**config.mk**
```make
export PLATFORM = sky130hd
export DESIGN_NAME = fetch_buffer
export DESIGN_NICKNAME = d
export VERILOG_FILES = /design/src/rtl/fetch_buffer.sv
export SDC_FILE = /design/constraint.sdc
export NUM_CORES = 1
export LEC_CHECK = 0
export BUFFER_PORTS_ARGS = -buffer_cell sky130_fd_sc_hd__buf_2
export CAP_MARGIN = 40
export CORE_ASPECT_RATIO = 1.75
export CORE_UTILIZATION = 62
export DETAILED_ROUTE_END_ITERATION = 10
export PLACE_DENSITY = 0.85
export SLEW_MARGIN = 20
export SYNTH_ARGS = -nofsm -noshare
export SYNTH_HDL_FRONTEND = slang
export SYNTH_SLANG_ARGS = --single-unit
```
**constraint.sdc**
```tcl
create_clock -name CLK -period 6.02 [get_ports CLK]
set_input_delay 0.602 -clock CLK [delete_from_list [all_inputs] [get_ports CLK]]
set_output_delay 0.602 -clock CLK [all_outputs]
set_load 0.005 [all_outputs]
```
**src/rtl/fetch_buffer.sv**
```systemverilog
// Prefetch buffer ahead of IF/ID: issues instruction-memory reads, queues returned words
// with their PC in a small FIFO, and hands them to decode through a valid/ready handshake.
module fetch_buffer #(
   parameter int          DEPTH    = 4,
   parameter logic [11:0] RESET_PC = 12'h000
) (
   input  logic        CLK,
   input  logic        RSTn,
   output logic        I_MEM_CSN,
   output logic [11:0] I_MEM_ADDR,
   input  logic [31:0] I_MEM_DI,
   input  logic        redirect_valid,
   input  logic [11:0] redirect_pc,
   input  logic        halt_req,
   input  logic        inst_ready,
   output logic        inst_valid,
   output logic [31:0] inst,
   output logic [11:0] inst_pc,
   output logic [31:0] fetch_count
);

   localparam int PTR_W = (DEPTH > 1) ? $clog2(DEPTH) : 1;
   localparam int CNT_W = PTR_W + 1;
   localparam logic [31:0] NOP = 32'h0000_0013;

   typedef enum logic [1:0] {
      S_IDLE,
      S_RUN,
      S_HALTED
   } state_t;

   state_t             state_q, state_d;
   logic [11:0]        fetch_pc_q, fetch_pc_d;
   logic [PTR_W-1:0]   rd_ptr_q, rd_ptr_d;
   logic [PTR_W-1:0]   wr_ptr_q, wr_ptr_d;
   logic [CNT_W-1:0]   count_q, count_d;
   logic [31:0]        fetch_count_q, fetch_count_d;
   logic [43:0]        fifo_q [DEPTH];
   logic [43:0]        fifo_d [DEPTH];

   logic        empty;
   logic        full;
   logic        push;
   logic        pop;
   logic [43:0] head;

   assign empty = (count_q == '0);
   assign full  = (count_q == CNT_W'(DEPTH));
   assign head  = fifo_q[rd_ptr_q];

   // A redirect kills the head in the same cycle so decode never latches a wrong-path word.
   assign inst_valid = !empty && !redirect_valid;
   assign pop        = inst_valid && inst_ready;
   assign push       = (state_q == S_RUN) && !redirect_valid && !halt_req && (!full || pop);

   assign inst        = empty ? NOP : head[31:0];
   assign inst_pc     = empty ? 12'h000 : head[43:32];
   assign I_MEM_ADDR  = fetch_pc_q & 12'hFFC;
   assign I_MEM_CSN   = !((state_q == S_RUN) && !halt_req);
   assign fetch_count = fetch_count_q;

   always_comb begin
      state_d       = state_q;
      fetch_pc_d    = fetch_pc_q;
      rd_ptr_d      = rd_ptr_q;
      wr_ptr_d      = wr_ptr_q;
      count_d       = count_q;
      fetch_count_d = fetch_count_q;
      fifo_d        = fifo_q;

      if (redirect_valid) begin
         rd_ptr_d   = '0;
         wr_ptr_d   = '0;
         count_d    = '0;
         fetch_pc_d = redirect_pc & 12'hFFC;
         state_d    = S_RUN;
      end else begin
         case (state_q)
            S_IDLE:   state_d = S_RUN;
            S_RUN:    if (halt_req) state_d = S_HALTED;
            default:  state_d = state_q;
         endcase

         if (push) begin
            fifo_d[wr_ptr_q] = {fetch_pc_q, I_MEM_DI};
            wr_ptr_d         = wr_ptr_q + 1'b1;
            fetch_pc_d       = fetch_pc_q + 12'd4;
            fetch_count_d    = fetch_count_q + 32'd1;
         end
         if (pop) begin
            rd_ptr_d = rd_ptr_q + 1'b1;
         end
         count_d = count_q + CNT_W'(push) - CNT_W'(pop);
      end
   end

   always_ff @(posedge CLK or negedge RSTn) begin
      if (!RSTn) begin
         state_q       <= S_IDLE;
         fetch_pc_q    <= RESET_PC & 12'hFFC;
         rd_ptr_q      <= '0;
         wr_ptr_q      <= '0;
         count_q       <= '0;
         fetch_count_q <= '0;
         for (int i = 0; i < DEPTH; i++) begin
            fifo_q[i] <= '0;
         end
      end else begin
         state_q       <= state_d;
         fetch_pc_q    <= fetch_pc_d;
         rd_ptr_q      <= rd_ptr_d;
         wr_ptr_q      <= wr_ptr_d;
         count_q       <= count_d;
         fetch_count_q <= fetch_count_d;
         fifo_q        <= fifo_d;
      end
   end

endmodule

```
# After elaboration in Yosys (flattened, before gate mapping)
# Index checks and enable logic that the tools add are counted.
# W data, S select, Z words.
# op_classes
multipliers	0
muxes	18
order_cmp	3
n_eq_ne	3
div	0
reduce_logical	20
bitwise	3
n_shift	0
addsub	6
# ops
cell	count
$bwmux W176	1
$mux W44	3
$bmux W44 S2	1
$demux W44 S2	1
$mux W12	3
$add A32 B1 Y32 const B	1
$mux W32	1
$add A12 B3 Y12 const B	1
$mux W2	6
$logic_and A1 B1 Y1	7
$ge A3 B3 Y1 const B	2
$not A2 Y3	2
$logic_not A1 Y1	5
$add A2 B1 Y2 const B	2
$pmux W2 S2	1
$reduce_and A2 Y1	2
$reduce_bool A2 Y1	2
$add A3 B1 Y3	1
$eq A3 B3 Y1 const B	1
$logic_not A3 Y1	1
$lt A3 B1 Y1 const B	1
$mux W3	1
$ne A3 B3 Y1 const B	1
$reduce_bool A3 Y1	1
5 further kinds	5
# totals
register_bits	229
mem_bits_ro	0
n_memories	0
ram_bits	0
output_inout_bits	90
elab_cells	63
latchBits	0
inputBits	49

# Logic depth before layout (Yosys ltp)
# logic_depth
word_depth	9
ltp_mapped	12
mapped_depth_nobuf	10

# Least setup slack after synthesis
# OpenSTA, ideal clock, no wires.
# synth_timing
kind	in2reg
from	input halt_req
to	register count_q[2]
arrival_ns	2.718
setup_time_ns	0.131
t_required_ns	5.889
cell_stages	12
setup_slack_ns	3.171
path_cell_list	or3b_1 > buf_6 > nor3_4 > inv_2 > buf_2 > ha_1 > inv_1 > ha_1 > inv_1 > fa_1 > xnor2_1 > nor2_1
# synth_via
elab_chain_cells	6
# synth_rtl
element	line	rtl
start, declared	14	input logic halt_req,
$logic_not A1 Y1	54	assign push = (state_q == S_RUN) && !redirect_valid && !halt_req && (!full || pop);
$logic_and A1 B1 Y1 (2 in series)	54	
$add A3 B1 Y3	93	count_d = count_q + CNT_W'(push) - CNT_W'(pop);
$sub A3 B1 Y3	93	
$mux W3	71	if (redirect_valid) begin
net count_d[2]	36	logic [CNT_W-1:0] count_q, count_d;
end signal, assigned	113	count_q <= count_d;
end, declared	36	
# The timed path passes the listed nets, and every way through them passes these cells.
# A chain may end at the register's enable or synchronous reset.

# Final worst setup path
# layout_timing
from	register rd_ptr_q[0]
to	output inst[0]
# layout_via
elab_chain_cells	5
# layout_rtl
element	line	rtl
start, declared	34	logic [PTR_W-1:0] rd_ptr_q, rd_ptr_d;
start signal, assigned	111	rd_ptr_q <= rd_ptr_d;
$not A2 Y3 (implied by the code)	49	assign head = fifo_q[rd_ptr_q];
$bmux W44 S2	49	
$mux W44 (implied by the code) (2 in series)	49	
$mux W32	56	assign inst = empty ? NOP : head[31:0];
end, declared	17	output logic [31:0] inst,
# Every way passes these cells. The select of a mux whose other input is x is not followed.

==> results.sh <==
export IMPL_cap_violations=0
export IMPL_crit_fanout=29
export IMPL_track_usage=0.265
export IMPL_dp_hpwl_um=14300
export IMPL_cp_endpoint="inst[0]"
export IMPL_setup_viol=0
export IMPL_grt_max_degree=99
export IMPL_cts_root_buf="clkbuf_16"
export IMPL_setup_slack_ps=3000
export IMPL_worstSetupPathType="reg2out"
export IMPL_reg2reg_to="count_q[2]"
export IMPL_io_buffers=132
export IMPL_drt_total_wl_um=22000
export IMPL_drt_iter0_drc=304
export IMPL_cts_buffers=20
export IMPL_grt_pass1_vias=6867
export IMPL_yosysSeqAreaShare=0.533
export IMPL_worstSkewPairLatency_ps=490
export IMPL_period_share=0.501
export IMPL_core_um2=16300
export IMPL_r2r_start="count_q[1]"
export IMPL_grt_pass1_wl_um=35200
export IMPL_cp_cell_sequence="buf_16 > mux4_2 > or2_2 > buf_2"
export IMPL_cts_tree="done"
export IMPL_syn_avg_cell_area_um2=14.6
export IMPL_min_path_cells=3
export IMPL_post_place_ws_ps=2360
export IMPL_max_stage_delay_ps=660
export IMPL_netlist_instances=704
export IMPL_drv_slew=0
export IMPL_ys_warn_count=0
export IMPL_hp_class="in2reg"
export IMPL_final_util=0.721
export IMPL_core_rowCount=62
export IMPL_worst_r2r_path_depth=11
export IMPL_num_antenna_cells=0
export IMPL_vdd_drop_max_mv=0.250
export IMPL_cp_end_kind="primary output"
export IMPL_dieArea_um2=17100
export IMPL_die_w_um=99.4
export IMPL_die_h_um=172
export IMPL_via_count=6349
export IMPL_leakage_nw=5.75
export IMPL_status="finished clean"
export IMPL_fin_crit_ps=3020
export IMPL_clock_skew_ps=13.0
export IMPL_r2r_setup_slack_ps=3030
export IMPL_post_drt_via_cell_ratio=6.14
export IMPL_setup_tns_ps=0
export IMPL_gp_congestion=0.781
export IMPL_wl_per_cell_um=21.3
export IMPL_n_fill_cell=1057
export IMPL_cp_slowest_cell="dfrtp_4"
export IMPL_clockBufferDepth=3
export IMPL_cts_sinks=219
export IMPL_critPathLaunch="rd_ptr_q[0]"
export IMPL_post_cts_resized=0
export IMPL_required_ps=5420
export IMPL_powerDensity_nw_per_um2=427
export IMPL_syn_cell_area_um2=10300
export IMPL_firstDrtPassIters=5
export IMPL_layout_commonest_cell="dfrtp_1"
export IMPL_rsz0062_at_grt="no"
export IMPL_layout_nets=888
export IMPL_synth_seq_cells=219
export IMPL_drc=0
export IMPL_io_pin_count=139
export IMPL_initial_core_util=0.631
export IMPL_cts_max_level=1
export IMPL_tightest_slew_ps=749
export IMPL_hold_viol=0
export IMPL_antenna_found_initial=0
export IMPL_relSlewSlack=0.499
export IMPL_synth_distinct_cells=46
export IMPL_arrival_ps=2420
export IMPL_final_cell_mix="217 x dfrtp_1, 131 x buf_2, 128 x mux2_2"
export IMPL_fmax_ghz=0.331
export IMPL_path_clk_slew_ps=70
export IMPL_ant_nets=0
export IMPL_crit_path_start_kind="flop"
export IMPL_layout_drive_gt1_share=0.473
export IMPL_grt_overflow_total=0
export IMPL_synthToLayoutAreaGrowth_pct=14.2
## cell type report
cell class,count,area (um2),share of cell area
Tap cell,192,240,0.0204
Timing Repair Buffer,144,842,0.0717
Sequential cell,219,5490,0.467
Clock buffer,30,599,0.0510
Clock inverter,4,47.5,0.00405
Multi-Input combinational cell,430,4480,0.381
Inverter,15,56.3,0.00479
## flip-flops by register name (all words and copies together) (netlist names)
signal / cells
fetch_count: 32
wr_ptr_q: 2
count_q: 3
fifo_q: 168
rd_ptr_q: 2
fetch_pc_q: 10
state_q: 2
## stage by stage
stage	total power, mW	hold slack (ps)	cells	instance area (um2)
2_1_floorplan	3.23	306	707	10300
3_3_place_gp	3.63	454	994	11000
3_5_place_dp	3.77	455	996	11000
4_1_cts	5.05	207	1030	11700
5_1_grt	5.27	350	1034	11700
6_report	5.01	353	1034	11700
## logic make-up after synthesis
logic type	after synthesis	share of synthesized area
other cells	1	0.000365
buf+inv	58	0.0330
compound gates	22	0.0163
fa+ha+maj	9	0.0117
simple gates	147	0.0828
mux	212	0.292
xor+xnor	36	0.0307
flops	219	0.533
## cells in the mapped netlist (all sizes together)
| master | n | area [um2] |
|---|---|---|
| nor4b | 2 | 23.8 |
| dfrtp | 219 | 5480 |
| nand3 | 11 | 55.1 |
| a21oi | 1 | 5.00 |
| fa | 1 | 20.0 |
| or3 | 2 | 12.5 |
| ha | 8 | 100 |
| nor4 | 8 | 50.1 |
| o21ai | 6 | 30.0 |
| nand2 | 30 | 136 |
| nor3 | 18 | 106 |
| o31ai | 1 | 7.51 |
| nor2 | 12 | 45.0 |
| mux4 | 42 | 946 |
| nor2b | 1 | 6.26 |
| and2 | 40 | 250 |
| nand4 | 8 | 50.1 |
| or4b | 1 | 10.0 |
| and4 | 6 | 52.6 |
| inv | 15 | 56.3 |
| clkbuf | 15 | 56.3 |
| buf | 28 | 226 |
| xnor2 | 14 | 123 |
| o311ai | 10 | 87.6 |
| and3 | 1 | 6.26 |
| or2 | 5 | 31.3 |
| xor2 | 22 | 193 |
| mux2i | 2 | 20.0 |
| a22oi | 1 | 7.51 |
| a221o | 3 | 30.0 |
| nor3b | 1 | 7.51 |
| mux2 | 168 | 2040 |
| or3b | 1 | 8.76 |
| conb | 1 | 3.75 |
## power by group
part | switching, mW | internal [mW] | total (mW)
registers | 0.301 | 1.90 | 2.20
clock network | 0.531 | 0.730 | 1.26
logic | 0.579 | 0.970 | 1.55
total | 1.41 | 3.60 | 5.01
## critical path: cells and delay by family, from the launching register on
kind                   cells  cell delay, ps
and+or+nand+nor            1             300
muxes                      1             540
buffers and inverters      2             420
DFF                        1             660
## worst min path at each step
stage,slack [ps],from,end
after floorplan,310,RSTn,count_q[0]
after global placement,450,fetch_count[31],fetch_count[31]
after detailed placement,460,fetch_count[31],fetch_count[31]
after CTS,210,RSTn,fifo_q[156]
after global routing,350,redirect_pc[8],fetch_pc_q[8]
final,350,redirect_pc[9],fetch_pc_q[9]
## repair_timing
item,CTS,global route
hold endpoints to repair,0,1
hold buffers,0,1
setup buffers,0,0
## routing by layer
| layer | vias to the layer above | GRT usage | routed length (um) | share of wire |
|---|---|---|---|---|
| met5 | - | 0 | 0 | 0 |
| met4 | 0 | 0.102 | 693 | 0.031 |
| met3 | 49 | 0.0340 | 856 | 0.039 |
| met2 | 183 | 0.482 | 12000 | 0.55 |
| met1 | 3330 | 0.319 | 8410 | 0.38 |
| li1 | 2787 | - | - | - |
Power figures use the tool's default switching activity.
